## config.mk

```make
export PLATFORM = sky130hd
export DESIGN_NAME = shared_debounce_ctrl
export DESIGN_NICKNAME = d
export VERILOG_FILES = /design/src/rtl/shared_debounce_ctrl.sv
export SDC_FILE = /design/constraint.sdc
export NUM_CORES = 1
export LEC_CHECK = 0
export CORE_ASPECT_RATIO = 0.9
export CORE_MARGIN = 2
export CORE_UTILIZATION = 30
export CTS_CLUSTER_DIAMETER = 80
export CTS_CLUSTER_SIZE = 12
export DETAILED_ROUTE_END_ITERATION = 16
export HOLD_SLACK_MARGIN = 0.03
export PLACE_DENSITY = 0.51
export SLEW_MARGIN = 20
export SYNTH_ARGS = -nofsm -noshare
export SYNTH_HDL_FRONTEND = slang
export SYNTH_SLANG_ARGS = --single-unit
export TNS_END_PERCENT = 30
```

## constraint.sdc

```tcl
create_clock -name clk -period 2.53 [get_ports clk]
set_clock_uncertainty 0.2 [all_clocks]
set_input_delay 0.253 -clock clk [delete_from_list [all_inputs] [get_ports clk]]
set_output_delay 0.253 -clock clk [all_outputs]
set_load 0.03 [all_outputs]
```

## src/rtl/shared_debounce_ctrl.sv

```systemverilog
// Debounce controller sharing one stable-time counter across NUM_INPUTS raw inputs.
// The counter is granted round-robin to inputs whose synchronized level differs from the debounced level.
module shared_debounce_ctrl #(
  parameter int unsigned NUM_INPUTS        = 4,
  parameter int unsigned CLK_PERIOD_ns     = 20,
  parameter int unsigned DEBOUNCE_TIMER_ns = 200,
  localparam int unsigned IDX_W = (NUM_INPUTS > 1) ? $clog2(NUM_INPUTS) : 1
) (
  input  logic                  clk,
  input  logic                  resetn,
  input  logic                  enable,
  input  logic [NUM_INPUTS-1:0] sig_i,
  output logic [NUM_INPUTS-1:0] sig_o,
  output logic [NUM_INPUTS-1:0] rise_o,
  output logic [NUM_INPUTS-1:0] fall_o,
  output logic                  busy_o,
  output logic [IDX_W-1:0]      active_idx_o
);

  localparam int unsigned T        = DEBOUNCE_TIMER_ns / CLK_PERIOD_ns;
  localparam int unsigned CNT_W    = (T > 1) ? $clog2(T + 1) : 1;
  localparam logic [CNT_W-1:0] CNT_LAST = CNT_W'(T - 1);
  localparam logic [IDX_W-1:0] IDX_LAST = IDX_W'(NUM_INPUTS - 1);

  typedef enum logic {IDLE = 1'b0, COUNT = 1'b1} state_t;

  state_t state_q, state_d;

  logic [NUM_INPUTS-1:0] meta_q, sync_q;
  logic [NUM_INPUTS-1:0] sig_q, sig_d;
  logic [NUM_INPUTS-1:0] rise_q, rise_d;
  logic [NUM_INPUTS-1:0] fall_q, fall_d;
  logic                  busy_q, busy_d;
  logic [IDX_W-1:0]      idx_q, idx_d;
  logic [IDX_W-1:0]      ptr_q, ptr_d;
  logic [CNT_W-1:0]      cnt_q, cnt_d;
  logic                  target_q, target_d;

  logic [NUM_INPUTS-1:0] pending_c;
  logic                  found_c;
  logic [IDX_W-1:0]      grant_idx_c;
  logic [IDX_W-1:0]      cand_c;
  logic [IDX_W-1:0]      ptr_next_c;
  logic                  grant_c, abort_c, commit_c;

  assign pending_c  = sync_q ^ sig_q;
  assign ptr_next_c = (idx_q == IDX_LAST) ? '0 : idx_q + IDX_W'(1);

  // First pending input at or after ptr, wrapping around.
  always_comb begin : rr_search
    found_c     = 1'b0;
    grant_idx_c = '0;
    cand_c      = '0;
    for (int unsigned i = 0; i < NUM_INPUTS; i++) begin
      cand_c = IDX_W'((32'(ptr_q) + i) % NUM_INPUTS);
      if (!found_c && pending_c[cand_c]) begin
        found_c     = 1'b1;
        grant_idx_c = cand_c;
      end
    end
  end

  always_ff @(posedge clk) begin : state_reg
    if (!resetn) state_q <= IDLE;
    else         state_q <= state_d;
  end

  always_comb begin : fsm_next
    state_d  = state_q;
    grant_c  = 1'b0;
    abort_c  = 1'b0;
    commit_c = 1'b0;
    if (enable) begin
      unique case (state_q)
        IDLE: begin
          if (found_c) begin
            grant_c = 1'b1;
            state_d = COUNT;
          end
        end
        COUNT: begin
          if (sync_q[idx_q] != target_q) begin
            abort_c = 1'b1;
            state_d = IDLE;
          end else if (cnt_q == CNT_LAST) begin
            commit_c = 1'b1;
            state_d  = IDLE;
          end
        end
        default: state_d = IDLE;
      endcase
    end
  end

  always_comb begin : fsm_out
    sig_d    = sig_q;
    rise_d   = '0;
    fall_d   = '0;
    idx_d    = idx_q;
    ptr_d    = ptr_q;
    cnt_d    = cnt_q;
    target_d = target_q;
    busy_d   = (state_d == COUNT);
    if (grant_c) begin
      idx_d    = grant_idx_c;
      target_d = sync_q[grant_idx_c];
      cnt_d    = '0;
    end else if (abort_c) begin
      ptr_d = ptr_next_c;
    end else if (commit_c) begin
      ptr_d        = ptr_next_c;
      sig_d[idx_q] = target_q;
      if (target_q) rise_d[idx_q] = 1'b1;
      else          fall_d[idx_q] = 1'b1;
    end else if (enable && state_q == COUNT) begin
      cnt_d = cnt_q + CNT_W'(1);
    end
  end

  // Synchronizers keep sampling even while the FSM is frozen.
  always_ff @(posedge clk) begin : data_reg
    if (!resetn) begin
      meta_q   <= '0;
      sync_q   <= '0;
      sig_q    <= '0;
      rise_q   <= '0;
      fall_q   <= '0;
      busy_q   <= 1'b0;
      idx_q    <= '0;
      ptr_q    <= '0;
      cnt_q    <= '0;
      target_q <= 1'b0;
    end else begin
      meta_q   <= sig_i;
      sync_q   <= meta_q;
      sig_q    <= sig_d;
      rise_q   <= rise_d;
      fall_q   <= fall_d;
      busy_q   <= busy_d;
      idx_q    <= idx_d;
      ptr_q    <= ptr_d;
      cnt_q    <= cnt_d;
      target_q <= target_d;
    end
  end

  assign sig_o        = sig_q;
  assign rise_o       = rise_q;
  assign fall_o       = fall_q;
  assign busy_o       = busy_q;
  assign active_idx_o = idx_q;

endmodule

```

## Word level (Yosys, flattened, before mapping)

Cells that the tools add are included.
W data, S select, Z words.

- Word-level logic and storage cells: 86
- Output and inout bits: 15
- Bits of input ports: 7
- Register bits: 30

- Add/subtract/negate cells: 5
- Reductions and logical operators: 15
- Mux-type cells: 39
- $lt $le $gt $ge: 7
- Equality and inequality tests: 3
- Bitwise gates (word level): 7

Operators by type and width:

| kind | number |
|---|---|
| $mux W1 | 23 |
| $lt A2 B3 Y1 const B | 6 |
| $mux W2 | 7 |
| $bmux W1 S2 | 6 |
| $reduce_or A5 Y1 | 2 |
| $not A1 Y1 | 6 |
| $reduce_and A3 Y1 | 2 |
| $logic_and A1 B1 Y1 | 5 |
| $add A2 B1 Y2 const B | 2 |
| $add A2 B2 Y2 const B | 2 |
| $add A4 B1 Y4 const B | 1 |
| $bwmux W4 | 1 |
| $eq A4 B4 Y1 const B | 1 |
| $xor A4 B4 Y4 | 1 |
| $logic_not A1 Y1 | 3 |
| $demux W1 S2 | 1 |
| $eq A2 B2 Y1 const B | 1 |
| $ge A2 B1 Y1 const B | 1 |
| $pmux W1 S2 | 1 |
| $reduce_and A2 Y1 | 1 |
| $reduce_bool A2 Y1 | 1 |
| $reduce_or A2 Y1 | 1 |
| $ne A1 B1 Y1 | 1 |

## Logic depth before layout (Yosys ltp)

- Depth in word-level cells: 18
- Gate-level depth with buffers: 7
- Mapped depth without buffers: 7

## Least setup slack after synthesis

No wires, ideal clock.

- Kind: flip-flop to flip-flop
- Start point: register idx_q[0] (netlist: active_idx_o[0])
- End point: register cnt_q[3]
- Cell stages (with the launch flop): 6
- Required time: 2.213 ns
- Data arrival time: 1.967 ns
- Clock period less this slack: 2.284 ns
- Library setup time: 0.117 ns
- Buffers on the path: 0
- Slack: 0.246 ns
- Path through: dfxtp_1 -> mux4_2 -> xor2_2 -> or3_1 -> xor2_1 -> nor2_1

- Longest elaborated chain between the ends: 8
- Elaborated cells on any way between the ends: 12
- Those cells by class: 1 x eq/ne; 8 x mux; 2 x bitwise; 1 x reduce/logical

RTL lines:

| element | line | text |
|---|---|---|
| from (decl) | 34 | `logic [IDX_W-1:0] idx_q, idx_d;` |
| from (signal assigned) | 140 | `idx_q <= idx_d;` |
| $bmux W1 S2 * | 82 | `if (sync_q[idx_q] != target_q) begin` |
| $mux W1 (implied by the code) * | 82 |  |
| $ne A1 B1 Y1 * | 82 |  |
| $mux W1 | 82 |  |
| $mux W1 | 74 | `unique case (state_q)` |
| $mux W1 | 73 | `if (enable) begin` |
| $not A1 Y1 (no source line) | n/a |  |
| $reduce_and A3 Y1 (no source line) * | n/a |  |
| to (signal assigned) | 142 | `cnt_q <= cnt_d;` |
| to (decl) | 36 | `logic [CNT_W-1:0] cnt_q, cnt_d;` |

Mark *: on every way between the ends. The rest lies on a longest branch, timed or not. The select of a mux whose other input is x is not followed.
A chain may end at the register's enable or synchronous reset.

## Worst setup path after layout

- Start point: register sync_q[1]
- End point: register rise_q[3] (netlist: rise_o[3])

- Longest elaborated chain between the ends: 17
- Elaborated cells on any way between the ends: 33
- Those cells by class: 1 x eq/ne; 23 x mux; 2 x bitwise; 7 x reduce/logical

RTL lines:

| element | line | text |
|---|---|---|
| from (decl) | 29 | `logic [NUM_INPUTS-1:0] meta_q, sync_q;` |
| from (signal assigned) | 135 | `sync_q <= meta_q;` |
| $xor A4 B4 Y4 | 46 | `assign pending_c = sync_q ^ sig_q;` |
| $bmux W1 S2 | 56 | `if (!found_c && pending_c[cand_c]) begin` |
| $mux W1 (implied by the code) | 56 |  |
| $mux W1 | 56 |  |
| $logic_not A1 Y1 | 56 |  |
| $logic_and A1 B1 Y1 | 56 |  |
| $mux W1 | 56 |  |
| $logic_not A1 Y1 | 56 |  |
| $logic_and A1 B1 Y1 | 56 |  |
| $mux W1 | 56 |  |
| $logic_not A1 Y1 | 56 |  |
| $logic_and A1 B1 Y1 | 56 |  |
| $mux W1 | 56 |  |
| $mux W1 | 76 | `if (found_c) begin` |
| $mux W1 | 74 |  |
| $mux W1 | 73 |  |
| $reduce_or A5 Y1 (no source line) * | n/a |  |
| to (signal assigned) | 137 | `rise_q <= rise_d;` |
| to (decl) | 31 | `logic [NUM_INPUTS-1:0] rise_q, rise_d;` |

Marks and branches as above.

==> out/metrics.cfg <==
[critical_path]
regToRegEndpoint=rise_o[3]$_SDFF_PP0_
path_buf_inv=0
crit_required_ns=2.55
cp-end-kind=flip-flop
r2r_setup_slack_ns=0.34
reg2regPathDepth=5
cp_max_fo=6
worstPathArrival_ns=2.21
worstReg2RegStart=sync_q[1]$_SDFF_PN0_
worstSetupPathType=flip-flop to flip-flop
path_cells=xor2_1 -> o41ai_4 -> nand2_1 -> nor3_1 -> and2_1
cp_slowest_cell=o41ai_4
crit_path_start_kind=flip-flop
crit_family=simple AND/OR/NAND/NOR gates
cpPeakStageDelay_ns=0.54

[outcome]
outcome=completed

[synthesis]
yosys.area.top_type=dfxtp_1
synth_seq_cells=30
synth_flop_cell=dfxtp_1
synth_nets=153
synthCells=140
synth.most_common_cell=dfxtp_1
synthTopCellsByArea=dfxtp_1 43%, and2_1 7.2%, ha_1 5.4%, mux2i_1 5.0%, nor2_1 4.1%
synth-edff-count=0
yosys_warnings=0
synth_cell_types=38
ys_async_sr_fraction=0
avgSynthCellArea_sq_um=9.92
synthDominantCellAreaShare=0.432
synth_top_cells_by_count=30 x dfxtp_1, 16 x and2_1, 15 x nor2_1
yosysSeqAreaShare=0.432
netlist_area_sq_um=1390

[floorplan]
num_rows=23
coreArea_sq_um=4460
fp.dieW_um=75.7
initial_utilization=0.311
die_h_um=68.6
ioPinCount=22
dieArea_sq_um=5190

[global_route]
grt_max_degree=12
grt_overflow_total=0
grt_usage=0.124
first_global_vias=986
grt_pass1_wl_um=4650
antenna_found_initial=0

[cts]
ctsResizeCount=0
cts_tree=built
clk_pin_slew_worst_paths_ns=0.06
cts_setup_buffers=0
clock_path_buffers=2
clock-sinks=30
clockRootBuffer=clkbuf_8
ctsHtreeMaxLevel=2
hold_buffers=0
cts_buffers=5
clock_latency_ns=0.27

[power]
powerDensity_nw_per_um2=526
power_switching_uw=213
vdd_drop_max_v=0.000312
seqPwrFrac=0.535
p_leak_nw=0.680
p_int_uw=712
sw_frac_of_total=0.230
comb_power_share=0.093
p_clk_frac=0.372

[min_path]
hp-start=meta_q[1]$_SDFF_PN0_
hold_depth=1
hold_class=flip-flop to flip-flop
holdPathEnd=sync_q[1]$_SDFF_PN0_

[timing]
max_slew_margin=0.601
final.period_utilization=0.865
max_clock_freq_ghz=0.457
final-hold-violation-count=0
rsz0062_at_grt=false
period_minus_slack_ns=2.19
drv_slew=0
tns_ns=0
setup_violations=0
worst_pin_slew_ns=0.590

[detailed_routing]
ant_nets=0
first_iter_violations=23
vias=1076
drt_wl_total_um=2840
wire_per_inst_um=12.4
dr.pass1.iters=4
drc=0
routed_via_density=4.72

[run]
maxCapViolations=0

[cells_and_area]
area_delta_synth_final_pct=26.5
fin_nets=179
fin_area_sq_um=1760
diodes=0
fill_cells=438
drive_gt1_frac=0.0964

[placed_design]
place.gp.congestion=0.921
port_buffers=21
hpwl_um=2210
post_dp_cell_area_sq_um=1680

-- state kept, by name, summed over array words and instances (netlist names), 2 cells and up --
| name | count |
|---|---|
| cnt_q | 4 |
| fall_o | 4 |
| sig_o | 4 |
| rise_o | 4 |
| active_idx_o | 2 |
| ptr_q | 2 |
| meta_q | 4 |
| sync_q | 4 |
-- worst max path at each step --
stage,cells past startpoint,from,slack [ns],end
floorplan,5,active_idx_o[0]$_SDFFE_PN0P_,0.25,cnt_q[3]$_SDFFE_PP0P_
global route,5,sync_q[1]$_SDFF_PN0_,0.17,rise_o[3]$_SDFF_PP0_
detailed placement,5,enable,0.26,fall_o[3]$_SDFF_PP0_
finish,5,sync_q[1]$_SDFF_PN0_,0.34,rise_o[3]$_SDFF_PP0_
global placement,5,enable,0.33,fall_o[0]$_SDFF_PP0_
CTS,5,sig_o[3]$_SDFFE_PN0P_,0.37,rise_o[3]$_SDFF_PP0_
-- final cells by class --
class                      count  area, sq um  share of cell area
inverter                       7         26.3              0.0150
clock buffer                   7         76.3              0.0434
multi-input combinational     98          743               0.423
tap                           62         77.6              0.0442
timing repair buffer          24          233               0.132
sequential                    30          601               0.342
-- power groups by stage --
stage | sequential (mW) | clock, mW | combinational (mW)
after CTS | 0.494 | 0.357 | 0.0864
after global placement | 0.504 | 0 | 0.0846
after global routing | 0.496 | 0.379 | 0.0946
after floorplan | 0.505 | 0 | 0.0544
final | 0.494 | 0.344 | 0.0862
after detailed placement | 0.504 | 0 | 0.0863
-- kinds of logic (layout without fill, tap and decap cells) --
family / count (synthesis) / after routing / share of synthesized area
multiplexers: 9 / 9 / 0.0748
AO/OA/AOI/OAI: 17 / 17 / 0.106
flip-flops: 30 / 30 / 0.432
adder cells (fa/ha/maj): 6 / 6 / 0.0541
AND/OR/NAND/NOR: 55 / 55 / 0.225
XOR/XNOR: 11 / 11 / 0.0748
buffers and inverters: 12 / 38 / 0.0324
-- metal layers --
layer / up-vias / GRT usage / routed length (um)
li1: 534 / - / -
met1: 502 / 0.155 / 1390
met2: 30 / 0.190 / 1250
met3: 10 / 0.0392 / 120
met4: 0 / 0.0658 / 72
met5: - / 0 / 0
-- through the flow --
step	total power [mW]	hold WS, ns	std cells	util	worst slack, ns
after CTS	0.937	0.237	228	0.394	0.368
after global placement	0.589	0.217	221	0.377	0.329
after global routing	0.969	0.254	228	0.394	0.173
final	0.924	0.233	228	0.394	0.342
after floorplan	0.560	0.180	140	-	0.246
after detailed placement	0.591	0.222	221	0.377	0.259
-- cell usage in the layout, fill, tap and decap left out, types with 2 or more instances in the layout --
cell type	Yosys	routed
dfxtp_1	30	30
clkdlybuf4s50_1	0	21
and2_1	16	16
nor2_1	15	15
inv_1	7	7
mux2i_1	7	7
nand3_1	7	7
ha_1	6	6
xor2_1	5	5
xnor2_1	5	5
clkbuf_8	0	5
nand2_1	4	4
a21oi_1	4	4
buf_4	0	3
o221ai_1	2	2
a211oi_1	2	2
o21ai_0	2	2
nor3b_1	2	2
clkbuf_1	3	2
No activity file was read; power rests on OpenSTA's default activity.
